## config.mk

```make
export PLATFORM = sky130hd
export DESIGN_NAME = bsg_hardfloat_fpu_arbiter
export DESIGN_NICKNAME = d
export VERILOG_FILES = /design/src/rtl/bsg_hardfloat_fpu_arbiter.sv
export SDC_FILE = /design/constraint.sdc
export NUM_CORES = 1
export LEC_CHECK = 0
export CELL_PAD_IN_SITES_DETAIL_PLACEMENT = 1
export CELL_PAD_IN_SITES_GLOBAL_PLACEMENT = 2
export CORE_AREA = 2 2 450 452
export CTS_CLUSTER_DIAMETER = 200
export DETAILED_ROUTE_END_ITERATION = 6
export DIE_AREA = 0 0 452 454
export PLACE_DENSITY_LB_ADDON = 0.1
export SKIP_LAST_GASP = 1
export SLEW_MARGIN = 10
export SYNTH_ARGS = -nofsm -noshare
export SYNTH_HDL_FRONTEND = slang
export SYNTH_SLANG_ARGS = --single-unit
```

## constraint.sdc

```tcl
create_clock -name clk_i -period 7 [get_ports clk_i]
set_clock_uncertainty 0.05 [all_clocks]
set_input_delay 1.05 -clock clk_i [delete_from_list [all_inputs] [get_ports clk_i]]
set_output_delay 1.05 -clock clk_i [all_outputs]
set_load 0.05 [all_outputs]
```

## src/rtl/bsg_hardfloat_fpu_arbiter.sv

```systemverilog
// bsg_hardfloat_fpu_arbiter: round-robin sharing of one FPU among num_req_p requesters.
// Ports: clk_i/reset_i clock and synchronous reset; v_i/ready_o per-requester handshake
// carrying a_i/b_i/c_i/op_i/ipr_i/opr_i/rm_i; fpu_*_o operand bus to the FPU and
// fpu_data_i/fpu_eflags_i result from it; v_o/data_o/eflags_o/id_o show the response
// FIFO head, which yumi_i pops.
package bsg_hardfloat_pkg;
    localparam int dword_width_gp = 64;
    typedef enum logic [3:0] {
        e_op_add, e_op_sub, e_op_mul, e_op_fma, e_op_div,
        e_op_sqrt, e_op_min, e_op_max, e_op_cmp, e_op_cvt
    } bsg_fp_op_e;
    typedef enum logic [0:0] {e_pr_single, e_pr_double} bsg_fp_pr_e;
    typedef enum logic [2:0] {e_rm_rne, e_rm_rtz, e_rm_rdn, e_rm_rup, e_rm_rmm} bsg_fp_rm_e;
    typedef struct packed {
        logic nv;
        logic dz;
        logic of;
        logic uf;
        logic nx;
    } bsg_fp_eflags_s;
endpackage

module bsg_hardfloat_fpu_arbiter
    import bsg_hardfloat_pkg::*;
#(
    parameter int num_req_p = 4,
    parameter int latency_p = 2,
    parameter int fifo_els_p = latency_p + 1,
    localparam int id_width_lp = $clog2(num_req_p)
) (
    input  logic                                      clk_i,
    input  logic                                      reset_i,
    input  logic [num_req_p-1:0]                      v_i,
    input  logic [num_req_p-1:0][dword_width_gp-1:0]  a_i,
    input  logic [num_req_p-1:0][dword_width_gp-1:0]  b_i,
    input  logic [num_req_p-1:0][dword_width_gp-1:0]  c_i,
    input  bsg_fp_op_e [num_req_p-1:0]                op_i,
    input  bsg_fp_pr_e [num_req_p-1:0]                ipr_i,
    input  bsg_fp_pr_e [num_req_p-1:0]                opr_i,
    input  bsg_fp_rm_e [num_req_p-1:0]                rm_i,
    output logic [num_req_p-1:0]                      ready_o,
    output logic [dword_width_gp-1:0]                 fpu_a_o,
    output logic [dword_width_gp-1:0]                 fpu_b_o,
    output logic [dword_width_gp-1:0]                 fpu_c_o,
    output bsg_fp_op_e                                fpu_op_o,
    output bsg_fp_pr_e                                fpu_ipr_o,
    output bsg_fp_pr_e                                fpu_opr_o,
    output bsg_fp_rm_e                                fpu_rm_o,
    input  logic [dword_width_gp-1:0]                 fpu_data_i,
    input  bsg_fp_eflags_s                            fpu_eflags_i,
    output logic                                      v_o,
    output logic [dword_width_gp-1:0]                 data_o,
    output bsg_fp_eflags_s                            eflags_o,
    output logic [id_width_lp-1:0]                    id_o,
    input  logic                                      yumi_i
);
    localparam int cw_lp = $clog2(fifo_els_p + 1);
    localparam int pw_lp = (fifo_els_p > 1) ? $clog2(fifo_els_p) : 1;

    logic [id_width_lp-1:0] ptr_r, w, idx;
    logic [cw_lp-1:0] credits_r, count_r;
    logic [pw_lp-1:0] rptr_r, wptr_r;
    logic found, gnt, wr;
    logic [latency_p:0] dv;
    logic [latency_p:0][id_width_lp-1:0] did;
    logic [dword_width_gp-1:0] mem_data [fifo_els_p];
    bsg_fp_eflags_s mem_flags [fifo_els_p];
    logic [id_width_lp-1:0] mem_id [fifo_els_p];

    function automatic logic [pw_lp-1:0] nxt(input logic [pw_lp-1:0] p);
        return (p == pw_lp'(fifo_els_p - 1)) ? '0 : p + 1'b1;
    endfunction

    // Scanning from the farthest offset down lets the nearest valid requester after ptr_r win.
    always_comb begin
        found = 1'b0;
        w = '0;
        idx = '0;
        for (int i = num_req_p - 1; i >= 0; i--) begin
            idx = id_width_lp'((int'(ptr_r) + i) % num_req_p);
            if (v_i[idx]) begin
                found = 1'b1;
                w = idx;
            end
        end
    end

    assign gnt = found & ~reset_i & (credits_r != '0);
    assign ready_o = gnt ? num_req_p'(1) << w : '0;
    assign fpu_a_o = gnt ? a_i[w] : '0;
    assign fpu_b_o = gnt ? b_i[w] : '0;
    assign fpu_c_o = gnt ? c_i[w] : '0;
    assign fpu_op_o = gnt ? op_i[w] : bsg_fp_op_e'('0);
    assign fpu_ipr_o = gnt ? ipr_i[w] : bsg_fp_pr_e'('0);
    assign fpu_opr_o = gnt ? opr_i[w] : bsg_fp_pr_e'('0);
    assign fpu_rm_o = gnt ? rm_i[w] : bsg_fp_rm_e'('0);

    // Stage 0 is the grant itself, so latency_p=0 writes the FIFO in the issue cycle.
    assign dv[0] = gnt;
    assign did[0] = w;
    for (genvar s = 0; s < latency_p; s++) begin : g_dly
        always_ff @(posedge clk_i) begin
            dv[s+1] <= reset_i ? 1'b0 : dv[s];
            did[s+1] <= did[s];
        end
    end
    assign wr = dv[latency_p];

    always_ff @(posedge clk_i) begin
        if (reset_i) begin
            ptr_r <= '0;
            credits_r <= cw_lp'(fifo_els_p);
            count_r <= '0;
            rptr_r <= '0;
            wptr_r <= '0;
        end else begin
            if (gnt) ptr_r <= (w == id_width_lp'(num_req_p - 1)) ? '0 : w + 1'b1;
            credits_r <= credits_r - cw_lp'(gnt) + cw_lp'(yumi_i);
            count_r <= count_r + cw_lp'(wr) - cw_lp'(yumi_i);
            if (wr) wptr_r <= nxt(wptr_r);
            if (yumi_i) rptr_r <= nxt(rptr_r);
        end
    end

    always_ff @(posedge clk_i) begin
        if (wr) begin
            mem_data[wptr_r] <= fpu_data_i;
            mem_flags[wptr_r] <= fpu_eflags_i;
            mem_id[wptr_r] <= did[latency_p];
        end
    end

    assign v_o = count_r != '0;
    assign data_o = mem_data[rptr_r];
    assign eflags_o = mem_flags[rptr_r];
    assign id_o = mem_id[rptr_r];
endmodule
```

**Word-level counts from Yosys, hierarchy flattened**

Memory sizes are Yosys's and may differ from the RTL's. A register that Yosys moved wholly into a read port is not among the register bits.
Index checks and enable logic that the tools add are counted.

- RAM bits: 213
- Bits in registers: 16
- Output and inout port bits: 277
- Memories: 3

Memory list:

| memory | depth | bits a word | read ports | clocked after Yosys merged registers in | write ports | RTL line | RTL |
|---|---|---|---|---|---|---|---|
| mem_data | 3 | 64 | 1 | 1 | 1 | 66 | `logic [dword_width_gp-1:0] mem_data [fifo_els_p];` |
| mem_flags | 3 | 5 | 1 | 1 | 1 | 67 | `bsg_fp_eflags_s mem_flags [fifo_els_p];` |
| mem_id | 3 | 2 | 1 | 1 | 1 | 68 | `logic [id_width_lp-1:0] mem_id [fifo_els_p];` |

- Bitwise gates (word level): 3
- $lt $le $gt $ge: 5
- Equality and inequality tests: 3
- Add/sub/neg operators: 10
- Shifts and indexed selects: 1
- Reduce and logical (&&, ||, !) cells: 2
- Muxes and demuxes: 49

Operators with widths:

| kind | number |
|---|---|
| 64-bit binary-select mux with 2-bit select | 3 |
| 64-bit two-way mux | 6 |
| 2-bit two-way mux | 13 |
| 2-bit by 3-bit < comparator with 1-bit output (second input constant) | 5 |
| 1-bit two-way mux | 14 |
| 1-bit binary-select mux with 2-bit select | 6 |
| 4-bit two-way mux | 3 |
| 2-bit by 1-bit adder with 2-bit output (second input constant) | 4 |
| 4-bit binary-select mux with 2-bit select | 1 |
| 3-bit binary-select mux with 2-bit select | 1 |
| 2-bit equality test (second input constant) | 3 |
| 3-bit two-way mux | 2 |
| 2-bit by 1-bit adder with 2-bit output | 2 |
| 2-bit adder (second input constant) | 2 |
| 2-bit nonzero test | 2 |
| 1-bit by 2-bit << shifter with 4-bit output (first input constant) | 1 |
| 2-bit by 1-bit subtractor with 2-bit output | 2 |
| 1-bit AND | 2 |
| 1-bit NOT | 1 |

**Longest topological paths before layout**

Gate-level depths: netlist (run 1).

- Depth after elaboration: 11
- Depth in mapped cells: 9
- Depth with buffers taken out: 7

**Least setup slack after synthesis (run 1)**

OpenSTA, ideal clock, no wires.

- Kind: flip-flop to flip-flop
- Start: reg dv[2], in the netlist wr
- End: mem mem_data[1][0], enable pin
- Data arrival time: 5.617 ns
- Period minus slack after synthesis: 6.271 ns
- Cell stages (with the launch flop): 3
- Path buffers: 0
- Data required time: 6.346 ns
- Setup slack: 0.729 ns
- Cells stage by stage: dfxtp_1 inv_1 nor3b_1

- Cells in the longest elaborated chain, start to end: 2

RTL lines:

| item | RTL line | RTL |
|---|---|---|
| start, declared | 64 | `logic [latency_p:0] dv;` |
| start signal, assigned by index | 103 | `dv[s+1] <= reset_i ? 1'b0 : dv[s];` |
| 1-bit two-way mux | 126 | `if (wr) begin` |
| 1-bit two-way mux (not written as such) | 127 | `mem_data[wptr_r] <= fpu_data_i;` |
| end, declared | 66 |  |

Every way passes these cells.

**Worst setup path in the final report (run 1)**

- Start: in v_i[3]
- End: out fpu_c_o[32]

- Cells in the longest elaborated chain, start to end: 9
- Elaborated cells on any way between the ends: 21

RTL lines:

| item | RTL line | RTL |
|---|---|---|
| start, declared | 33 | `input logic [num_req_p-1:0] v_i,` |
| 1-bit binary-select mux with 2-bit select | 81 | `if (v_i[idx]) begin` |
| 1-bit two-way mux (not written as such) | 81 |  |
| 1-bit two-way mux (3 in a row) | 81 |  |
| 1-bit two-way mux * | 81 |  |
| 1-bit AND * (2 in a row) | 88 | `assign gnt = found & ~reset_i & (credits_r != '0);` |
| via dv[0] | 64 |  |
| 64-bit two-way mux * | 92 | `assign fpu_c_o = gnt ? c_i[w] : '0;` |
| end, declared | 44 | `output logic [dword_width_gp-1:0] fpu_c_o,` |

The timed path passes the listed nets; every way through them passes the cells marked *. The select of a mux whose other input is x is not followed.

==> impl_metrics.toml, run 1 <==
[run_status]
status = "finished, final reports clean"

[drt]
antenna_left = 0
post_drt_wl_per_cell_um = 33.6
vias = 16057
drt_pass1_iterations = 4
drc = 0
routed_wl_mm = 170
viasPerCell = 3.17
drtIter0Drc = 690

[power_and_ir_drop]
max-vdd-ir-drop_mv = 0.150
power_per_cell_area_mw_per_mm2 = 300
power.leakage_nw = 10.6

[layout]
fin_nets = 3240
area_growth_syn_to_layout_pct = 112
final_common_cell = "clkdlybuf4s50_1"
drive_above_1_share_pct = 10.6
final_cell_mix = "clkdlybuf4s50_1 (1019), mux2i_1 (473), edfxtp_1 (213)"

[worst_setup_path]
critPathRequiredTime_ns = 5.90
r2r_slack_ns = 4.70
rr_endpoint = "ptr_r[1]"
path_common_cell = "clkdlybuf4s50_1"
path_delay_family = "buffers and inverters"
critPathMaxFanout = 53
slowest_delay_ns = 1.00
r2r_cells = 7
crit_type = "input port to output pin"
crit_arrival_ns = 5.18
start_kind = "input port"
path_cells = "clkdlybuf4s50_1, nor2_1, a311oi_4, nand2_8, buf_4, o22ai_1, clkdlybuf4s50_1"
rr_startpoint = "ptr_r[1]"
path_buf_inv = 3
slowest_stage = "clkdlybuf4s50_1"
cp-end-kind = "output pin"

[placement]
pre_cts_slack_ns = 0.775
io_buffers = 1156
hpwl_mm = 152
gp_congestion = 1.09

[clocking]
cts_inserted_buffers = 27
clock_latency_ns = 0.58
numClockSinks = 231
tritoncts = "done"
ctsResizeCount = 0
holdBufCountCts = 0
cts_setup_buffers = 0
cts_buffer_depth = 3
clock_tree.root_cell = "clkbuf_16"
h-tree-depth = 1
clk_pin_slew_ns = 0.06

[floorplanning]
die-height_um = 454
fp.dieW_um = 452
die_area_mm2 = 0.205
io_pins = 1157
rows = 165
initial_utilization_pct = 7.32
fp.coreArea_mm2 = 0.201

[worst_hold_path]
hold_start = "did[3]"
hold_class = "flip-flop to flip-flop"
worstHoldEndpoint = "did[5]"
holdPathStages = 0

[global_route]
grt_max_degree = 103
grt_pass1_vias = 16978
grt_pass1_wl_mm = 206
grt_antenna_before_repair = 162
grt_overflow = 0
track_usage_pct = 15.7

[timing]
setup_viol = 0
whs_ns = 0.279
tightest_slew_ns = 1.20
fin_setup_tns_ns = 0
hold_viol_final = 0
maxSlewHeadroom_pct = 21.3
fin_crit_sh_pct = 89.7
worst_slack_ns = 0.722
period_minus_slack_ns = 6.28
timing.fmax_ghz = 0.159
slew_violations = 0
rsz0062_at_grt = "no"

[synthesis]
yosysWarnings = 0
syn-num-nets = 2113
syn-instance-count = 1225
synth_edf_count = 213
async_flop_share_pct = 0
synth-seq-area-share_pct = 45.9
synthDistinctLibCells = 32
ys.flop_type = "edfxtp_1"
yosys_register_bits = 231
syn_area_mm2 = 0.0147
syn_avg_cell_area_um2 = 12.0

[job]
drv_cap = 0
==> layer usage <==
metal | vias to the layer above | share of wire (%) | GRT usage [%]
met5 | - | 0.48 | 0
met4 | 130 | 2.7 | 3.37
met3 | 341 | 7.7 | 5.64
met2 | 775 | 51 | 28.8
met1 | 7720 | 38 | 17.3
li1 | 7091 | - | -
==> cells in the mapped netlist (7+ instances only) <==
| master | instances | area [um2] |
|---|---|---|
| nand2_1 | 74 | 278 |
| o21ai_0 | 72 | 360 |
| dfxtp_1 | 18 | 360 |
| inv_1 | 8 | 30.0 |
| a21oi_1 | 7 | 35.0 |
| buf_2 | 33 | 165 |
| buf_6 | 53 | 597 |
| buf_4 | 8 | 60.1 |
| o22ai_1 | 202 | 1260 |
| mux2i_1 | 473 | 4730 |
| ha_1 | 8 | 100 |
| clkbuf_1 | 19 | 71.3 |
| edfxtp_1 | 213 | 6400 |
| nor2_1 | 7 | 26.3 |
==> state kept, by name, summed over array words and instances, names as in the netlist, 2 cells and up, named ones only <==
signal,count
count_r,2
credits_r,2
did,4
mem_data,192
mem_flags,15
mem_id,6
ptr_r,2
rptr_r,2
wptr_r,2
==> power by group <==
part	total [W]	switching (W)	internal, W
Clock	0.00152	0.000619	0.000898
Combinational	0.00620	0.00399	0.00222
Sequential	0.00161	0.0000337	0.00158
Total	0.00933	0.00464	0.00469
==> layout make-up <==
cell class                 count  area (um2)
sequential                   231        6760
tap                         2672        3340
fill                       22957      170000
multi-input combinational    871        7070
timing repair buffer        1211       12900
clock inverter                22         262
antenna                       22        55.1
inverter                      10        37.5
clock buffer                  28         679
==> kinds of logic after synthesis <==
| family | synth area share, % |
|---|---|
| mux | 32.2 |
| simple gates | 2.87 |
| fa+ha+maj | 0.681 |
| compound gates | 11.8 |
| flops | 45.9 |
| buf+inv | 6.33 |
| xor+xnor | 0.238 |
==> worst reg2reg max path, delay by kind of cell, from the launching register on <==
family | cells | cell delay, ns
buf+inv | 1 | 0.47
flops | 1 | 0.38
simple gates | 1 | 0.06
fa+ha+maj | 1 | 0.32
compound gates | 4 | 0.87
==> metrics by stage <==
| stage | total power [W] | instance area (um2) | utilization (%) | cells |
|---|---|---|---|---|
| after CTS | 0.00957 | 31100 | 15.5 | 5045 |
| after global routing | 0.00965 | 31100 | 15.5 | 5053 |
| final | 0.00933 | 31100 | 15.5 | 5067 |
| after global placement | 0.00796 | 30100 | 15.0 | 4995 |
| after detailed placement | 0.00796 | 30100 | 15.0 | 4995 |
| after floorplan | 0.00473 | 14700 | - | 1225 |
==> how the worst max path moves through the flow <==
stage,startpoint,endpoint,cells past startpoint
after CTS,v_i[3],fpu_c_o[0],7
after global routing,v_i[3],fpu_c_o[0],7
after detailed placement,v_i[3],fpu_c_o[0],7
final,v_i[3],fpu_c_o[32],7
after global placement,v_i[3],fpu_c_o[0],7
after floorplan,wr,mem_data[1][0],2
No activity file was read; power rests on OpenSTA's default activity.
==> run 2: changes to the inputs <==
- HOLD_SLACK_MARGIN: not set -> 0.1
==> results of run 2 <==
Final layout, timing and power as in run 1 (identical DEF).
==> run 3: changes to the inputs <==
- CELL_PAD_IN_SITES_DETAIL_PLACEMENT: 1 -> not set
- CELL_PAD_IN_SITES_GLOBAL_PLACEMENT: 2 -> not set
- CORE_AREA: 2 2 450 452 -> 2 2 446 448
- DIE_AREA: 0 0 452 454 -> 0 0 448 450
- GPL_ROUTABILITY_DRIVEN: not set -> 0
- clock period: 7 -> 5.65 ns (I/O delays scaled with it)
==> run 3 against run 2 <==
Compared with the run above:
- cell count grew 1.5%
- worst hold slack gained 0.013 ns
- setup slack lost 0.59 ns
- combinational power grew 27%
- first-iteration DRC count grew 70%
- routed wire length shrank 12%
- non-clock buffer count grew 118
- critical endpoint is now fpu_c_o[18]
- sequential power grew 25%
- largest cell class unchanged
- via count grew 1.8%
- critical path depth grew 1
- flip-flop and latch count is the same
- utilization grew 0.83 points
==> impl_metrics.toml, run 3 (synthesis gave the netlist of run 1 again) <==
[worst_hold_path]
hold_class = "flip-flop to flip-flop"

[floorplanning]
fp.dieW_um = 448
initial_utilization_pct = 7.48
rows = 163
fp.coreArea_mm2 = 0.197
die_area_mm2 = 0.202
die-height_um = 450
io_pins = 1157

[worst_setup_path]
critPathRequiredTime_ns = 4.75
slowest_delay_ns = 0.74
crit_type = "input port to output pin"
critPathMaxFanout = 87
path_common_cell = "buf_12"
start_kind = "input port"
slowest_stage = "o22ai_1"
cp-end-kind = "output pin"
crit_arrival_ns = 4.62
path_cells = "clkdlybuf4s50_1, nor2_1, a311oi_4, nand2_8, buf_12, o22ai_1, buf_4, buf_12"

[power_and_ir_drop]
p_comb_share_pct = 67.5
power.leakage_nw = 11.3
max-vdd-ir-drop_mv = 0.228
p_sw_share_pct = 48.2
power_per_cell_area_mw_per_mm2 = 365
p_seq_share_pct = 17.1
p_total_w = 0.0117
p_int_w = 0.00607
p_clk_share_pct = 15.4
p_switching_w = 0.00564

[timing]
hold_viol_final = 0
tightest_slew_ns = 1.04
rsz0062_at_grt = "no"
timing.fmax_ghz = 0.181
setup_viol = 0
maxSlewHeadroom_pct = 28.6
worst_slack_ns = 0.130
fin_setup_tns_ns = 0
slew_violations = 0
fin_crit_sh_pct = 97.7
period_minus_slack_ns = 5.52

[clocking]
holdBufCountCts = 0
clock_tree.root_cell = "clkbuf_16"
clock_latency_ns = 0.60
cts_inserted_buffers = 28
tritoncts = "done"
clk_pin_slew_ns = 0.06
cts_setup_buffers = 0
h-tree-depth = 1
numClockSinks = 231
cts_buffer_depth = 3

[placement]
hpwl_mm = 133
pre_cts_slack_ns = -0.0294
io_buffers = 1156
dp.cells = 5081

[global_route]
grt_max_degree = 88
grt_overflow = 0
track_usage_pct = 14.2
grt_pass1_vias = 17110
grt_antenna_before_repair = 77
grt_pass1_wl_mm = 186

[layout]
top_register = "mem_data"
area_growth_syn_to_layout_pct = 118
final_common_cell = "clkdlybuf4s50_1"
stdcell_count = 5142
final_cell_mix = "clkdlybuf4s50_1 (999), mux2i_1 (473), edfxtp_1 (213)"
reg_top3 = "mem_data (192), mem_flags (15), mem_id (6)"
fin_nets = 3359
largest_reg_flops = 192
drive_above_1_share_pct = 15.5

[drt]
antenna_left = 0
vias = 16340
drc = 0
viasPerCell = 3.18
drt_pass1_iterations = 7
routed_wl_mm = 151
post_drt_wl_per_cell_um = 29.3
drtIter0Drc = 1176

[run_status]
status = "finished, final reports clean"

[job]
drv_cap = 0
run 3: routing by layer:
metal	vias up	part of all wire, %	global-route usage (%)
met5	-	0.18	0
met4	42	1.7	1.98
met3	195	8.6	4.73
met2	897	53	26.9
met1	7898	36	15.3
li1	7308	-	-
run 3: path summary, 6_finish.rpt:
kind | start | to | slack (ns) | cells after the start
hold reg to reg | did[3] | did[5] | 0.29 | 0
setup reg to reg | wptr_r[0] | mem_data[1][31] | 3.13 | 3
setup / recovery | v_i[1] | fpu_c_o[18] | 0.13 | 8
hold / removal | did[3] | did[5] | 0.29 | 0
run 3: critical path, delay by kind of cell:
| kind | cells | cell delay [ns] |
|---|---|---|
| buffers and inverters | 4 | 1.51 |
| AO/OA/AOI/OAI | 2 | 1.42 |
| AND/OR/NAND/NOR | 2 | 0.68 |
run 3: power groups by stage:
stage               sequential (W)  combinational (W)  clock, W
finish                     0.00201            0.00790   0.00180
global route               0.00202            0.00813   0.00196
floorplan                  0.00202            0.00384         0
detailed placement         0.00204            0.00801         0
CTS                        0.00201            0.00803   0.00191
global placement           0.00204            0.00802         0
run 3: layout make-up:
type | instances | area, um2
timing repair buffer | 1329 | 14000
fill | 21922 | 165000
clock inverter | 11 | 139
sequential | 231 | 6760
antenna | 10 | 25.0
clock buffer | 40 | 787
tap | 2640 | 3300
inverter | 10 | 37.5
multi-input combinational | 871 | 7090
run 3: through the flow:
step	hold slack, ns	utilization (%)	instance area [um2]
6_report	0.292	16.3	32100
2_1_floorplan	0.260	-	14700
5_1_grt	0.317	16.3	32100
3_5_place_dp	0.279	15.8	31100
3_3_place_gp	0.289	15.8	31100
4_1_cts	0.302	16.3	32100
run 3: repair_timing:
item                                   in CTS  in global routing
setup endpoints to repair                   1                  0
endpoints found under the hold margin       0                  0
resized for setup                           1                  0
